$ cat src/rtl/wav_frame_reader_pkg.sv
// Shared definitions for the sample BRAM frame reader: FSM state encoding,
// default geometry and the frame-count helper.
package wav_frame_reader_pkg;

  typedef enum logic [2:0] {
    ST_IDLE  = 3'd0,
    ST_FETCH = 3'd1,
    ST_DRAIN = 3'd2,
    ST_NEXT  = 3'd3,
    ST_DONE  = 3'd4
  } rd_state_e;

  localparam int unsigned DEF_DWIDTH    = 30;
  localparam int unsigned DEF_AWIDTH    = 9;
  localparam int unsigned DEF_WORDS     = 400;
  localparam int unsigned DEF_FRAME_LEN = 200;
  localparam int unsigned DEF_HOP       = 100;

  // Only complete frames are emitted.
  function automatic int unsigned frame_count(input int unsigned words,
                                              input int unsigned flen,
                                              input int unsigned hop);
    return (words - flen) / hop + 1;
  endfunction

endpackage

$ cat src/rtl/wav_frame_reader_skid.sv
// frame_skid_buf: 2-entry registered FIFO carrying {data,sof,eof}; entry 0 is
// the head and drives the outputs directly.
module frame_skid_buf #(
  parameter int unsigned DWIDTH = 30
) (
  input  logic              clk,
  input  logic              rst,
  input  logic              push,
  input  logic [DWIDTH-1:0] in_data,
  input  logic              in_sof,
  input  logic              in_eof,
  input  logic              pop,
  output logic              out_valid,
  output logic [DWIDTH-1:0] out_data,
  output logic              out_sof,
  output logic              out_eof,
  output logic [1:0]        count
);

  logic [DWIDTH-1:0] data0_q, data0_d, data1_q, data1_d;
  logic              sof0_q, sof0_d, sof1_q, sof1_d;
  logic              eof0_q, eof0_d, eof1_q, eof1_d;
  logic [1:0]        count_q, count_d;
  logic              pop_ok_s;

  // Next-state for the two entries and the occupancy counter.
  always_comb begin
    data0_d  = data0_q;
    data1_d  = data1_q;
    sof0_d   = sof0_q;
    sof1_d   = sof1_q;
    eof0_d   = eof0_q;
    eof1_d   = eof1_q;
    count_d  = count_q;
    pop_ok_s = pop & (count_q != 2'd0);
    case ({push, pop_ok_s})
      2'b10: begin
        if (count_q == 2'd0) begin
          data0_d = in_data; sof0_d = in_sof; eof0_d = in_eof;
          count_d = 2'd1;
        end else if (count_q == 2'd1) begin
          data1_d = in_data; sof1_d = in_sof; eof1_d = in_eof;
          count_d = 2'd2;
        end else begin
          count_d = count_q;
        end
      end
      2'b01: begin
        data0_d = data1_q; sof0_d = sof1_q; eof0_d = eof1_q;
        count_d = count_q - 2'd1;
      end
      2'b11: begin
        if (count_q == 2'd1) begin
          data0_d = in_data; sof0_d = in_sof; eof0_d = in_eof;
        end else begin
          data0_d = data1_q; sof0_d = sof1_q; eof0_d = eof1_q;
          data1_d = in_data; sof1_d = in_sof; eof1_d = in_eof;
        end
      end
      default: count_d = count_q;
    endcase
  end

  // Entry and counter registers.
  always_ff @(posedge clk) begin
    if (rst) begin
      data0_q <= {DWIDTH{1'b0}}; data1_q <= {DWIDTH{1'b0}};
      sof0_q  <= 1'b0; sof1_q <= 1'b0;
      eof0_q  <= 1'b0; eof1_q <= 1'b0;
      count_q <= 2'd0;
    end else begin
      data0_q <= data0_d; data1_q <= data1_d;
      sof0_q  <= sof0_d;  sof1_q  <= sof1_d;
      eof0_q  <= eof0_d;  eof1_q  <= eof1_d;
      count_q <= count_d;
    end
  end

  assign out_valid = (count_q != 2'd0);
  assign out_data  = data0_q;
  assign out_sof   = sof0_q;
  assign out_eof   = eof0_q;
  assign count     = count_q;

endmodule

$ cat src/rtl/wav_frame_reader.sv
// Walks the sample BRAM as overlapping frames and streams them over valid/ready.
// Optional feature: define PREEMPH_EN for a saturating pre-emphasis stage.
module wav_frame_reader
  import wav_frame_reader_pkg::*;
#(
  parameter int unsigned DWIDTH    = DEF_DWIDTH,
  parameter int unsigned AWIDTH    = DEF_AWIDTH,
  parameter int unsigned WORDS     = DEF_WORDS,
  parameter int unsigned FRAME_LEN = DEF_FRAME_LEN,
  parameter int unsigned HOP       = DEF_HOP
) (
  input  logic              clk,
  input  logic              rst,
  input  logic              start,
  output logic              busy,
  output logic              done,
  output logic [AWIDTH-1:0] mem_addr,
  input  logic [DWIDTH-1:0] mem_rdata,
  output logic [DWIDTH-1:0] out_data,
  output logic              out_valid,
  input  logic              out_ready,
  output logic              out_sof,
  output logic              out_eof,
  output logic [7:0]        frame_idx
);

  localparam int unsigned NFRAMES = frame_count(WORDS, FRAME_LEN, HOP);

  rd_state_e         state_q, state_d;
  logic [AWIDTH-1:0] base_q, base_d, cnt_q, cnt_d, mem_addr_q, mem_addr_d;
  logic [7:0]        frame_idx_q, frame_idx_d;
  logic              busy_q, busy_d, done_q, done_d;
  logic              iss_q, iss_d, iss_sof_q, iss_sof_d, iss_eof_q, iss_eof_d;
  logic              rd_q, rd_sof_q, rd_eof_q;
  logic              push_s, push_sof_s, push_eof_s, land_s, pop_s, can_issue_s;
  logic [DWIDTH-1:0] push_data_s;
  logic [2:0]        occ_next_s, inflight_s;
  logic              sk_valid_s, sk_sof_s, sk_eof_s;
  logic [DWIDTH-1:0] sk_data_s;
  logic [1:0]        sk_count_s;

  assign pop_s = sk_valid_s & out_ready;

  // A read may only be issued if every sample already in the pipe plus this one
  // still fits in the skid buffer assuming the sink stalls from now on.
  always_comb begin
    occ_next_s  = {1'b0, sk_count_s} - {2'b00, pop_s} + {2'b00, land_s};
    can_issue_s = ((occ_next_s + inflight_s) < 3'd2);
  end

  // Frame walk FSM next-state.
  always_comb begin
    state_d     = state_q;
    base_d      = base_q;
    cnt_d       = cnt_q;
    frame_idx_d = frame_idx_q;
    mem_addr_d  = mem_addr_q;
    busy_d      = busy_q;
    done_d      = 1'b0;
    iss_d       = 1'b0;
    iss_sof_d   = 1'b0;
    iss_eof_d   = 1'b0;
    case (state_q)
      ST_IDLE: begin
        if (start) begin
          state_d     = ST_FETCH;
          base_d      = {AWIDTH{1'b0}};
          cnt_d       = {AWIDTH{1'b0}};
          frame_idx_d = 8'd0;
          busy_d      = 1'b1;
        end else begin
          state_d = ST_IDLE;
        end
      end
      ST_FETCH: begin
        if (can_issue_s) begin
          mem_addr_d = base_q + cnt_q;
          iss_d      = 1'b1;
          iss_sof_d  = (cnt_q == {AWIDTH{1'b0}});
          iss_eof_d  = (cnt_q == AWIDTH'(FRAME_LEN - 1));
          if (cnt_q == AWIDTH'(FRAME_LEN - 1)) begin
            state_d = ST_DRAIN;
          end else begin
            cnt_d = cnt_q + AWIDTH'(1);
          end
        end else begin
          state_d = ST_FETCH;
        end
      end
      ST_DRAIN: begin
        if (pop_s && sk_eof_s) begin
          if (frame_idx_q == 8'(NFRAMES - 1)) begin
            state_d = ST_DONE;
            done_d  = 1'b1;
          end else begin
            state_d = ST_NEXT;
          end
        end else begin
          state_d = ST_DRAIN;
        end
      end
      ST_NEXT: begin
        base_d      = base_q + AWIDTH'(HOP);
        cnt_d       = {AWIDTH{1'b0}};
        frame_idx_d = frame_idx_q + 8'd1;
        state_d     = ST_FETCH;
      end
      ST_DONE: begin
        busy_d  = 1'b0;
        state_d = ST_IDLE;
      end
      default: begin
        busy_d  = 1'b0;
        state_d = ST_IDLE;
      end
    endcase
  end

  // FSM, address and read-tracking registers.
  always_ff @(posedge clk) begin
    if (rst) begin
      state_q     <= ST_IDLE;
      base_q      <= {AWIDTH{1'b0}};
      cnt_q       <= {AWIDTH{1'b0}};
      frame_idx_q <= 8'd0;
      mem_addr_q  <= {AWIDTH{1'b0}};
      busy_q      <= 1'b0;
      done_q      <= 1'b0;
      iss_q       <= 1'b0;
      iss_sof_q   <= 1'b0;
      iss_eof_q   <= 1'b0;
      rd_q        <= 1'b0;
      rd_sof_q    <= 1'b0;
      rd_eof_q    <= 1'b0;
    end else begin
      state_q     <= state_d;
      base_q      <= base_d;
      cnt_q       <= cnt_d;
      frame_idx_q <= frame_idx_d;
      mem_addr_q  <= mem_addr_d;
      busy_q      <= busy_d;
      done_q      <= done_d;
      iss_q       <= iss_d;
      iss_sof_q   <= iss_sof_d;
      iss_eof_q   <= iss_eof_d;
      rd_q        <= iss_q;
      rd_sof_q    <= iss_sof_q;
      rd_eof_q    <= iss_eof_q;
    end
  end

`ifdef PREEMPH_EN
  logic              pe_q, pe_sof_q, pe_eof_q;
  logic [DWIDTH-1:0] pe_data_q, pe_data_d, xprev_q;
  logic signed [DWIDTH+1:0] x_s, xp_s, y_s;

  function automatic logic [DWIDTH-1:0] sat_dw(input logic signed [DWIDTH+1:0] v);
    logic signed [DWIDTH+1:0] maxv, minv;
    maxv = {3'b000, {(DWIDTH-1){1'b1}}};
    minv = {3'b111, {(DWIDTH-1){1'b0}}};
    if (v > maxv) begin
      return maxv[DWIDTH-1:0];
    end else if (v < minv) begin
      return minv[DWIDTH-1:0];
    end else begin
      return v[DWIDTH-1:0];
    end
  endfunction

  // y = x[n] - x[n-1] + x[n-1]/32 with x[-1] forced to zero at each frame start.
  always_comb begin
    x_s = {{2{mem_rdata[DWIDTH-1]}}, mem_rdata};
    if (rd_sof_q) begin
      xp_s = {(DWIDTH+2){1'b0}};
    end else begin
      xp_s = {{2{xprev_q[DWIDTH-1]}}, xprev_q};
    end
    y_s       = x_s - xp_s + (xp_s >>> 3'd5);
    pe_data_d = sat_dw(y_s);
  end

  // Pre-emphasis output stage and previous-sample register.
  always_ff @(posedge clk) begin
    if (rst) begin
      pe_q      <= 1'b0;
      pe_sof_q  <= 1'b0;
      pe_eof_q  <= 1'b0;
      pe_data_q <= {DWIDTH{1'b0}};
      xprev_q   <= {DWIDTH{1'b0}};
    end else begin
      pe_q     <= rd_q;
      pe_sof_q <= rd_sof_q;
      pe_eof_q <= rd_eof_q;
      if (rd_q) begin
        pe_data_q <= pe_data_d;
        xprev_q   <= mem_rdata;
      end else begin
        pe_data_q <= pe_data_q;
        xprev_q   <= xprev_q;
      end
    end
  end

  assign push_s      = pe_q;
  assign push_data_s = pe_data_q;
  assign push_sof_s  = pe_sof_q;
  assign push_eof_s  = pe_eof_q;
  assign land_s      = pe_q;
  assign inflight_s  = {2'b00, iss_q} + {2'b00, rd_q};
`else
  assign push_s      = rd_q;
  assign push_data_s = mem_rdata;
  assign push_sof_s  = rd_sof_q;
  assign push_eof_s  = rd_eof_q;
  assign land_s      = rd_q;
  assign inflight_s  = {2'b00, iss_q};
`endif

  frame_skid_buf #(.DWIDTH(DWIDTH)) u_skid (
    .clk       (clk),
    .rst       (rst),
    .push      (push_s),
    .in_data   (push_data_s),
    .in_sof    (push_sof_s),
    .in_eof    (push_eof_s),
    .pop       (pop_s),
    .out_valid (sk_valid_s),
    .out_data  (sk_data_s),
    .out_sof   (sk_sof_s),
    .out_eof   (sk_eof_s),
    .count     (sk_count_s)
  );

  assign busy      = busy_q;
  assign done      = done_q;
  assign mem_addr  = mem_addr_q;
  assign frame_idx = frame_idx_q;
  assign out_valid = sk_valid_s;
  assign out_data  = sk_data_s;
  assign out_sof   = sk_sof_s;
  assign out_eof   = sk_eof_s;

endmodule

$ cat config.mk
export PLATFORM = sky130hd
export DESIGN_NAME = wav_frame_reader
export DESIGN_NICKNAME = d
export VERILOG_FILES = /design/src/rtl/wav_frame_reader_pkg.sv /design/src/rtl/wav_frame_reader_skid.sv /design/src/rtl/wav_frame_reader.sv
export SDC_FILE = /design/constraint.sdc
export NUM_CORES = 1
export LEC_CHECK = 0
export CORE_ASPECT_RATIO = 1.1
export CORE_MARGIN = 3
export CORE_UTILIZATION = 50
export CTS_CLUSTER_DIAMETER = 60
export DETAILED_ROUTE_END_ITERATION = 6
export GPL_ROUTABILITY_DRIVEN = 0
export PLACE_DENSITY_LB_ADDON = 0.12
export SYNTH_ARGS = -nofsm -noshare
export SYNTH_HDL_FRONTEND = slang
export SYNTH_HIERARCHICAL = 1
export SYNTH_SLANG_ARGS = --single-unit
$ cat constraint.sdc
create_clock -name clk -period 3.75 [get_ports clk]
set_input_delay 0.75 -clock clk [delete_from_list [all_inputs] [get_ports clk]]
set_output_delay 0.75 -clock clk [all_outputs]
set_load 0.02 [all_outputs]
==> summary by stage <==
Timing
The count of final hold-check violations is 0. For the pin with the worst max-slew slack, the measured transition is 0.962 ns. The final setup skew is 0.00616 ns.

The max-slew violation count came to 0. The sum of negative setup slack is 0 ns. Timing would allow up to 300 MHz. The smallest clock period supported by the final layout is computed as 3.33 ns.

Setup slack on the critical path of the routed design comes to 0.420 ns. The final critical path takes up 88.8% of the cycle. Setup repair after global routing left no endpoint under its margin. In this run the tightest slew margin relative to its limit is 35.9%. The count of final setup violators is 0.

Synth
The sequential cell area fraction in the yosys report is 35.3%. Each instance of the synthesized netlist takes up on average 8.88 um2. Yosys mapped a number of flops with a built-in enable equal to 0. The area share of the leading cell type in the synthesized netlist is 35.3%. Summing the areas of all compound-gate instances in the mapped netlist gives 23.4% of the synthesized area. The count of mapped cells out of synthesis is 702. By area, the combinational part of the netlist is dominated by compound AO/OA/AOI/OAI gates.

The post-synthesis simple-gate area fraction is 21.1%. The count of synthesis-stage warnings from yosys is 6. The portion of synthesized area spent on multiplexers is 8.19%.

The synthesized design spends more area on one cell type than any other, namely sky130_fd_sc_hd__dfxtp_1. The cell area after synthesis is 6230 um2. The async set-reset flop share out of synthesis is 0%. After Yosys synthesis, XOR and XNOR cells account for 0.843% of the synthesized area.

For this run, the leading register cell type out of synthesis is sky130_fd_sc_hd__dfxtp_1. The adder-cell share of the synthesized area is 4.54%. Yosys attributes the largest share of cell area to sky130_fd_sc_hd__dfxtp_1 35%, sky130_fd_sc_hd__mux2_2 6.1%, sky130_fd_sc_hd__o2bb2ai_1 4.5%.

The number of different library cells used by synthesis comes to 70. Synthesis produced a netlist with a net count of 758. Counting flops and latches in the post-synthesis netlist gives 110.

Clock network
The number of resized instances in the post-cts repair step is 0. The number of H-tree levels is 3. The hold-fix buffer count after cts is 0. Clock latency on the worst-skew pair, taken at its later pin, is 0.35 ns.

The library cell used as clock root buffer is sky130_fd_sc_hd__clkbuf_16. Clock tree synthesis inserted a total of 9 buffers. The number of setup buffers added after CTS is 0. TritonCTS built the clock tree. No sink is reached through more buffers than the 2 on the longest clock path. The clock input transition at the sequential cells of the worst setup and hold paths is 0.07 ns. Clock tree synthesis found a total of 110 sinks.

Job
The number of maximum-capacitance constraint violations is 0.

GRT
The largest net degree at the start of global routing is 82. The global-route wire length before repair is 26200 um. The number of antenna violations at the first check in global routing came to 0. The overall global routing resource usage is 23.0%.

The aggregate global routing overflow is 0. The number of global-route vias before repair came to 5281.

Hold path
The tightest min-delay check is of the flip-flop to flip-flop type. In this run the most critical hold path is launched from mem_addr[4]$_SDFFE_PP0P_.

Setup path
The critical setup path kind is input pin to flip-flop. The element type at the critical path end is a flip-flop. At the worst endpoint, the required time is 4.03 ns. The startpoint identified for the worst register-to-register timing path is u_skid/count[1]$_SDFFE_PP0P_.

In this run the worst setup path begins at out_ready. The worst setup path is launched from an input pin. The maximum fanout encountered on the critical timing path is 8.

STA puts the critical path data arrival time at 3.61 ns.

Power
The worst-case IR drop observed on VDD is 0.000234 V. The static power due to leakage is 2.70 nW. The power per cell area is 395 nW/um2.

Drt
The detailed router finished its first iteration with 338 violations. The post-detailed-route via-to-cell ratio is 6.15. For this run, design rule violations remaining after detail routing come to 0. The first detailed-routing pass ran for 6 iterations. In this run the remaining antenna-violating nets after routing total 0. For this block, the via count after detailed routing is 5601. The wire length per cell after detailed routing is 17.4 um. For this block, the routed nets add up to 15900 um of wire.

Floorplanning
The floorplan step set the die width to 112 um. In this run the standard cell core region covers 12100 um2. The number of standard-cell rows in the floorplan is 42. The number of placed I/O pins is 86.

The floorplan step defined a die boundary enclosing 13800 um2. The initial utilization of the core area, before any placement, comes to 51.6%. In this run the vertical extent of the chip is 123 um.

Layout
The net count of the finished layout is 808. The filler cell count in the final layout is 1023. In the final layout, the multi-input gates occupy 3640 um2. The number of inserted diodes is 0. In the final layout, flip-flops and latches occupy 2200 um2. Compared with the post-synthesis result, the final layout area differs by 20.3%. In the final layout, the share of cells above drive strength 1 is 14.1%.

Status
The flow ran to the end, and the final reports show no timing, DRC or antenna violations.

Placed design
The pre-CTS worst setup slack is 0.0685 ns. The post-DP HPWL is 10400 um. During placement, the flow inserted port buffers numbering 85.
==> worst max-delay path, stage by stage <==
cell,delay (ns)
sky130_fd_sc_hd__clkdlybuf4s50_1,0.41
sky130_fd_sc_hd__and2_1,0.16
sky130_fd_sc_hd__ha_1,0.26
sky130_fd_sc_hd__inv_1,0.03
sky130_fd_sc_hd__ha_1,0.26
sky130_fd_sc_hd__a21o_1,0.16
sky130_fd_sc_hd__fa_1,0.45
sky130_fd_sc_hd__nor3b_1,0.24
sky130_fd_sc_hd__o211ai_2,0.28
sky130_fd_sc_hd__buf_4,0.25
sky130_fd_sc_hd__a21oi_2,0.15
sky130_fd_sc_hd__mux2i_1,0.21
==> path summary, 6_finish.rpt <==
kind	end	slack, ns	depth (start not counted)
worst max-delay path	cnt_q[8]$_SDFFE_PP0P_	0.42	12
worst min-delay path	mem_addr[4]$_SDFFE_PP0P_	0.46	2
worst max register to register	cnt_q[8]$_SDFFE_PP0P_	0.51	14
worst min register to register	mem_addr[4]$_SDFFE_PP0P_	0.46	2
==> cell families after synthesis <==
family | after synthesis
AO/OA/AOI/OAI | 194
XOR/XNOR | 6
adder cells (fa/ha/maj) | 22
buffers and inverters | 79
flip-flops | 110
multiplexers | 45
AND/OR/NAND/NOR | 246
==> report_power, final <==
part / total (mW) / internal, mW / switching (mW)
clock: 1.19 / 0.758 / 0.433
combinational: 0.511 / 0.225 / 0.286
sequential: 1.26 / 1.22 / 0.0410
==> synthesized netlist by cell type, drive strengths merged (4+ instances only) <==
cell type,instances
o2bb2ai,32
mux2i,7
a221oi,32
or3,35
o21ai,35
a31oi,4
xor2,5
clkbuf,25
nand4,7
nand2b,8
inv,14
nor2b,6
nand3,42
or4,4
dfxtp,110
nor3,38
mux2,38
and3,5
nor4,4
buf,40
a211oi,4
a211o,4
nor2,52
a21oi,58
nand2,25
ha,21
a21o,6
nor3b,5
==> state kept, by name (all words and copies together) (netlist names) <==
signal and cells:
u_skid/out_data 30, u_skid/data1_q 30, u_skid/eof1_q 1, land_s 1
frame_idx 8, iss_sof_q 1, state_q 3, push_sof_s 1
cnt_q 9, iss_q 1, u_skid/out_eof 1, u_skid/sof1_q 1
done 1, busy 1, iss_eof_q 1, push_eof_s 1
mem_addr 9, u_skid/out_sof 1, base_q 7, u_skid/count 2
==> stage by stage <==
stage / util [%] / cell area [um2] / total power [mW] / std cells / hold WS, ns
4_1_cts: 62.1 / 7500 / 2.99 / 911 / 0.460
3_3_place_gp: 58.9 / 7120 / 1.79 / 895 / 0.442
5_1_grt: 62.1 / 7500 / 3.09 / 911 / 0.483
3_5_place_dp: 58.9 / 7120 / 1.80 / 895 / 0.446
2_1_floorplan: - / 6230 / 1.60 / 702 / 0.414
6_report: 62.1 / 7500 / 2.96 / 911 / 0.457
==> cells in the final DEF, fill, tap and decap left out, types with 14 or more instances in the layout <==
cell,instances
sky130_fd_sc_hd__ha_1,18
sky130_fd_sc_hd__dfxtp_1,110
sky130_fd_sc_hd__mux2_2,34
sky130_fd_sc_hd__nand2_1,25
sky130_fd_sc_hd__nor3_1,38
sky130_fd_sc_hd__buf_4,17
sky130_fd_sc_hd__a21oi_1,53
sky130_fd_sc_hd__o21ai_0,32
sky130_fd_sc_hd__or3_1,35
sky130_fd_sc_hd__inv_1,14
sky130_fd_sc_hd__nor2_1,51
sky130_fd_sc_hd__o2bb2ai_1,32
sky130_fd_sc_hd__clkdlybuf4s50_1,84
sky130_fd_sc_hd__a221oi_1,19
sky130_fd_sc_hd__nand3_1,42
==> layer usage <==
layer  wire [um]  global-route usage [%]  vias to the layer above
li1            -                       -                     2709
met1        7130                    29.7                     2735
met2        7870                    39.1                      138
met3         583                    3.08                       19
met4         281                    9.47                        0
met5           0                       0                        -
==> cell type report <==
| class | instances | share of cell area, % |
|---|---|---|
| tap | 154 | 2.57 |
| timing repair buffer | 104 | 13.7 |
| inverter | 14 | 0.701 |
| clock inverter | 5 | 1.72 |
| multi-input combinational | 513 | 48.6 |
| sequential | 110 | 29.4 |
| clock buffer | 11 | 3.37 |
No activity file was read; power rests on OpenSTA's default activity.
